[src/rtl/x_stream_arbiter_pkg.sv]
// ---------------------------------------------------------------------------
// x_stream_arbiter_pkg
// Shared definitions for the two-requester X-stream arbiter:
//   - ctrl_state_e       : controller state encoding (2 bits)
//   - IDLE_X_DEFAULT     : X symbol driven to the sequence FSM when nothing
//                          is in flight
//   - RESP_LAT_*         : legal bounds and default for the response latency
//   - wait_load()        : wait-counter reload value for a given latency
// ---------------------------------------------------------------------------
package x_stream_arbiter_pkg;

  typedef enum logic [1:0] {
    ST_IDLE  = 2'b00,
    ST_DRIVE = 2'b01,
    ST_WAIT  = 2'b10,
    ST_RESP  = 2'b11
  } ctrl_state_e;

  localparam logic [1:0] IDLE_X_DEFAULT   = 2'b00;
  localparam int         RESP_LAT_MIN     = 1;
  localparam int         RESP_LAT_MAX     = 7;
  localparam int         RESP_LAT_DEFAULT = 1;

  // The wait counter counts down to zero, so it is loaded with latency-1.
  // Out-of-range latencies are clamped so the counter width stays 3 bits.
  function automatic logic [2:0] wait_load(input int lat);
    int clamped;
    clamped = lat;
    if (clamped < RESP_LAT_MIN) clamped = RESP_LAT_MIN;
    if (clamped > RESP_LAT_MAX) clamped = RESP_LAT_MAX;
    return 3'(clamped - 1);
  endfunction

endpackage

[src/rtl/x_stream_arbiter_rr_grant2.sv]
// ---------------------------------------------------------------------------
// rr_grant2
// Two-requester round-robin grant. A lone valid requester always wins; when
// both are valid the requester whose index equals the pointer wins.
// Ports:
//   valid   [1:0] in  : request valid per requester
//   pointer       in  : preferred requester when both are valid
//   grant   [1:0] out : one-hot grant (zero when nobody is valid)
// ---------------------------------------------------------------------------
module rr_grant2 (
  input  logic [1:0] valid,
  input  logic       pointer,
  output logic [1:0] grant
);

  // Single requester passes straight through; contention resolved by pointer.
  always_comb begin
    grant = valid;
    if (valid == 2'b11) begin
      grant = pointer ? 2'b10 : 2'b01;
    end
  end

endmodule

[src/rtl/x_stream_arbiter.sv]
// ---------------------------------------------------------------------------
// x_stream_arbiter
// Shares one external 4-state sequence FSM between two requesters. A granted
// requester's X symbol is driven to the FSM, the FSM is stepped once, and
// after RESP_LAT cycles its Z output is sampled and returned to the requester.
// Ports:
//   clk              in  : clock, all state updates on rising edge
//   reset            in  : asynchronous active-low reset
//   req_valid  [1:0] in  : request valid, bit g = requester g
//   req_x0     [1:0] in  : X symbol from requester 0
//   req_x1     [1:0] in  : X symbol from requester 1
//   req_ready  [1:0] out : one-hot acceptance strobe (combinational in IDLE)
//   fsm_x      [1:0] out : X value to the shared FSM
//   fsm_step         out : one-cycle advance strobe to the shared FSM
//   fsm_z      [1:0] in  : Z output of the shared FSM
//   resp_valid [1:0] out : one-cycle response strobe to the granted requester
//   resp_z     [1:0] out : captured fsm_z, held between responses
//   busy             out : high whenever a transaction is in flight
//   txn_count  [7:0] out : completed-transaction counter, wraps silently
// ---------------------------------------------------------------------------
module x_stream_arbiter
  import x_stream_arbiter_pkg::*;
#(
  parameter logic [1:0] IDLE_X   = IDLE_X_DEFAULT,
  parameter int         RESP_LAT = RESP_LAT_DEFAULT
) (
  input  logic       clk,
  input  logic       reset,
  input  logic [1:0] req_valid,
  input  logic [1:0] req_x0,
  input  logic [1:0] req_x1,
  output logic [1:0] req_ready,
  output logic [1:0] fsm_x,
  output logic       fsm_step,
  input  logic [1:0] fsm_z,
  output logic [1:0] resp_valid,
  output logic [1:0] resp_z,
  output logic       busy,
  output logic [7:0] txn_count
);

  localparam logic [2:0] WAIT_LOAD = wait_load(RESP_LAT);

  ctrl_state_e state;
  ctrl_state_e next_state;
  logic [1:0]  grant;
  logic [1:0]  latched_x;
  logic        granted;
  logic        pointer;
  logic [2:0]  wait_cnt;
  logic        take_request;

  rr_grant2 u_rr_grant2 (
    .valid   (req_valid),
    .pointer (pointer),
    .grant   (grant)
  );

  // A request is taken whenever the controller is idle and the arbiter has a
  // winner; the asynchronous reset overrides any update on the same edge.
  assign take_request = (state == ST_IDLE) && (grant != 2'b00);

  // State register.
  always_ff @(posedge clk or negedge reset) begin
    if (!reset) begin
      state <= ST_IDLE;
    end else begin
      state <= next_state;
    end
  end

  // Next-state and output decode. req_ready is combinational in IDLE, so it
  // is additionally gated by reset to stay quiet while reset is asserted.
  always_comb begin
    next_state = state;
    fsm_x      = IDLE_X;
    fsm_step   = 1'b0;
    req_ready  = 2'b00;
    resp_valid = 2'b00;
    busy       = 1'b1;
    case (state)
      ST_IDLE: begin
        busy = 1'b0;
        if (grant != 2'b00) begin
          req_ready  = reset ? grant : 2'b00;
          next_state = ST_DRIVE;
        end
      end
      ST_DRIVE: begin
        fsm_x      = latched_x;
        fsm_step   = 1'b1;
        next_state = ST_WAIT;
      end
      ST_WAIT: begin
        fsm_x = latched_x;
        if (wait_cnt == 3'd0) begin
          next_state = ST_RESP;
        end
      end
      ST_RESP: begin
        resp_valid = granted ? 2'b10 : 2'b01;
        next_state = ST_IDLE;
      end
      default: begin
        next_state = ST_IDLE;
      end
    endcase
  end

  // Transaction datapath: latch the winner in IDLE, time the response in
  // WAIT, and account for the completed transaction in RESP.
  always_ff @(posedge clk or negedge reset) begin
    if (!reset) begin
      latched_x <= 2'b00;
      granted   <= 1'b0;
      pointer   <= 1'b0;
      wait_cnt  <= 3'd0;
      resp_z    <= 2'b00;
      txn_count <= 8'h00;
    end else begin
      case (state)
        ST_IDLE: begin
          if (take_request) begin
            latched_x <= grant[1] ? req_x1 : req_x0;
            granted   <= grant[1];
          end
        end
        ST_DRIVE: begin
          wait_cnt <= WAIT_LOAD;
        end
        ST_WAIT: begin
          if (wait_cnt == 3'd0) begin
            resp_z <= fsm_z;
          end else begin
            wait_cnt <= wait_cnt - 3'd1;
          end
        end
        ST_RESP: begin
          txn_count <= txn_count + 8'd1;
          pointer   <= ~granted;
        end
        default: begin
        end
      endcase
    end
  end

endmodule
[config.mk]
export PLATFORM = sky130hd
export DESIGN_NAME = x_stream_arbiter
export DESIGN_NICKNAME = d
export VERILOG_FILES = /design/src/rtl/x_stream_arbiter_pkg.sv /design/src/rtl/x_stream_arbiter_rr_grant2.sv /design/src/rtl/x_stream_arbiter.sv
export SDC_FILE = /design/constraint.sdc
export NUM_CORES = 1
export LEC_CHECK = 0
export BUFFER_PORTS_ARGS = -buffer_cell sky130_fd_sc_hd__buf_4
export CORE_MARGIN = 2
export CORE_UTILIZATION = 35
export CTS_CLUSTER_DIAMETER = 40
export DETAILED_ROUTE_END_ITERATION = 8
export GPL_TIMING_DRIVEN = 0
export PLACE_DENSITY = 0.65
export SLEW_MARGIN = 25
export SYNTH_ARGS = -nofsm -noshare
export SYNTH_HDL_FRONTEND = slang
export SYNTH_SLANG_ARGS = --single-unit
export TNS_END_PERCENT = 50
[constraint.sdc]
create_clock -name clk -period 2.51 [get_ports clk]
set_clock_uncertainty 0.15 [all_clocks]
set_input_delay 0.502 -clock clk [delete_from_list [all_inputs] [get_ports clk]]
set_output_delay 0.502 -clock clk [all_outputs]
set_load 0.02 [all_outputs]
==> out/results.tsv <==
stage	metric	value	unit
outcome	status	finished clean	
grt	grt_pass1_wl	3360	um
timing	maxSlewViolCount	0	
final_layout	finish.utilization	0.464	
synthesis	ys_warn_count	0	
synthesis	synth_commonest_cells	dfrtp_1 (19), inv_1 (9), ha_1 (7), nor2_1 (7), nand2_1 (5)	
final_layout	drive_above_1_share	0.339	
clock_network	root_buffer	clkbuf_4	
synthesis	async_flop_share	1.00	
critical_path	crit_chain	dlygate4sd3_1, buf_4, nand2_1, nor3_1, buf_4	
final_layout	n_fill_cell	270	
synthesis	synthAdderAreaFrac	0.0896	
grt	antenna_found_initial	0	
route	vias_per_cell	4.81	
synthesis	synthMuxAreaShare	0.0717	
final_layout	antenna_cells	0	
route	wl	1750	um
clock_network	path_clk_slew	0.11	ns
synthesis	synth_xor_xnor_area_share	0.0627	
synthesis	synth-seq-area-share	0.487	
critical_path	start_kind	input port	
critical_path	cp_common_cell	buf_4	
die	core_region_area	2710	sq um
route	drc_errors	0	
synthesis	synthFlopType	dfrtp_1	
power	ir_drop	0.634	mV
die	design.die.area	3230	sq um
clock_network	htreeDepth	1	
timing	rsz0062_at_grt	false	
synthesis	synthCells	89	
timing	worst_pin_slew	0.267	ns
synthesis	synth.distinct_cells	29	
synthesis	synth.area.top_cells	dfrtp_1 (49%), ha_1 (9.0%), mux2_2 (4.6%)	
critical_path	slowest_stage	dlygate4sd3_1	
die	rows	19	
critical_path	crit_arrival	1.72	ns
die	initial_core_util	0.361	
synthesis	synth_most_common_cell	dfrtp_1	
grt	grt_pass1_vias	755	
timing	fin_crit	2.38	ns
critical_path	end_kind	output pin	
synthesis	syn_area	977	sq um
timing	fmax	0.421	GHz
placement	io_buffers	27	
clock_network	cts_resized	0	
power	power.density	1140	nW/um^2
worst_hold_path	min_path_cells	2	
synthesis	synth_edf_count	0	
worst_hold_path	min_to	resp_z[0]	
die	die_w	56.8	um
clock_network	clock_sinks	19	
synthesis	synth_top_family_by_area	simple AND/OR/NAND/NOR gates	
clock_network	clock_path_buffers	2	
timing	hold_violations	0	
synthesis	avgSynthCellArea	11.0	sq um
critical_path	critPathRequiredTime	1.86	ns
grt	grt-ovfl-total	0	
critical_path	cpLargestDelayFamily	buffers and inverters	
timing	finalSetupViolCount	0	
route	wl_per_cell	11.5	um
final_layout	num-nets-final	139	
route	dr.pass1.iters	4	
critical_path	r2r_slack	0.86	ns
synthesis	synth_area_leader_cell	dfrtp_1	
clock_network	cts_buffers	3	
synthesis	synthSimpleGateAreaFrac	0.161	
placement	gp_congestion	0.752	
clock_network	cts_tree	done	
synthesis	synth.net_count	106	
critical_path	regToRegEndpoint	wait_cnt[0]	
power	leakage	0.000618	uW
clock_network	clk_latency	0.30	ns
route	ant_nets	0	
die	die-height	56.8	um
critical_path	worstSetupPathType	input port to output pin	
route	drt_iter0_drc	9	
critical_path	reg2reg_depth	6	
flow_run	maxCapViolations	0	
timing	finalSetupTns	0	ns
worst_hold_path	min_path_type	input port to flop	
synthesis	synth_compound_area_frac	0.0858	
final_layout	area_growth	28.6	%
grt	grt_use_total	0.130	
critical_path	path_buf_inv	3	
die	io_pins	28	
worst_hold_path	worstHoldStart	fsm_z[0]	
timing	period_share	0.946	
timing	slew_headroom	0.822	
critical_path	r2r_start	wait_cnt[0]	
critical_path	cp_slowest_stage_delay	0.52	ns
placement	hpwl	1380	um
synthesis	ys_seq_elements	19	
grt	grt_max_degree	22	
route	num_vias	731	
critical_path	crit_path_max_fanout	21	
synthesis	synth.top_cell.area_share	0.487	
==> power breakdown <==
| part | total, uW | leakage, uW | switching [uW] | internal (uW) |
|---|---|---|---|---|
| sequential | 521 | 0.000236 | 103 | 418 |
| combinational | 764 | 0.000364 | 399 | 365 |
| clock | 150 | 0.0000177 | 90.7 | 59.3 |
==> cells by family after synthesis <==
family / count (synthesis)
flip-flops: 19
AO/OA/AOI/OAI: 12
multiplexers: 6
XOR/XNOR: 7
AND/OR/NAND/NOR: 28
adder cells (fa/ha/maj): 7
buffers and inverters: 10
==> layout by cell type, fill, tap and decap left out, types with 2 or more instances in the layout <==
cell,synthesis,final
inv_1,9,9
a31oi_1,2,2
ha_1,7,7
nor2b_1,2,2
dfrtp_1,19,19
clkbuf_4,0,3
a22o_1,2,2
nand2_1,5,5
xor2_1,3,3
buf_4,1,28
nand3_1,3,3
and2_1,3,3
mux2_2,4,4
o21ai_0,3,3
nor2_1,7,7
xnor2_1,4,4
nand4_1,2,2
==> cell type report <==
type / count / area (sq um) / area share
buffer: 1 / 7.51 / 0.00598
tap: 31 / 38.8 / 0.0309
multi-input combinational: 60 / 460 / 0.367
clock inverter: 1 / 5.00 / 0.00398
sequential: 19 / 475 / 0.378
clock buffer: 3 / 22.5 / 0.0179
inverter: 9 / 33.8 / 0.0269
timing repair buffer: 28 / 213 / 0.169
==> worst max-delay path by stage <==
stage          cells after the start      from           end  slack [ns]
2_1_floorplan                      4  state[0]  req_ready[1]        0.59
3_3_place_gp                       4     reset  req_ready[1]        0.65
3_5_place_dp                       5  state[0]  req_ready[1]        0.64
4_1_cts                            5     reset  req_ready[1]        0.09
5_1_grt                            5     reset  req_ready[1]        0.03
6_report                           5     reset  req_ready[1]        0.13
==> routing by layer <==
metal  track usage  vias up  routed length (um)
li1              -      365                   -
met1         0.171      346                 783
met2         0.211       20                 867
met3        0.0438        0                  94
met4        0.0233        0                   0
met5             0        -                   0
==> flip-flops by register name (all words and copies together) (netlist names) <==
signal	flops
txn_count	8
granted	1
pointer	1
resp_z	2
state	2
wait_cnt	3
latched_x	2
==> through the flow <==
stage               power, uW  hold WS [ns]  instance area [sq um]  setup WS, ns  instances
floorplan                1010        0.0564                    977         0.588         89
global placement         1290         0.249                   1220         0.647        147
detailed placement       1300         0.250                   1220         0.636        147
CTS                      1460         0.263                   1260        0.0924        152
global route             1560         0.270                   1260        0.0330        152
finish                   1440         0.278                   1260         0.135        152
==> timing repair <==
item,4_1_cts,5_1_grt
hold endpoints to repair,19,0
buffers inserted,0,0
hold buffers,1,0
Power figures use the tool's default switching activity.
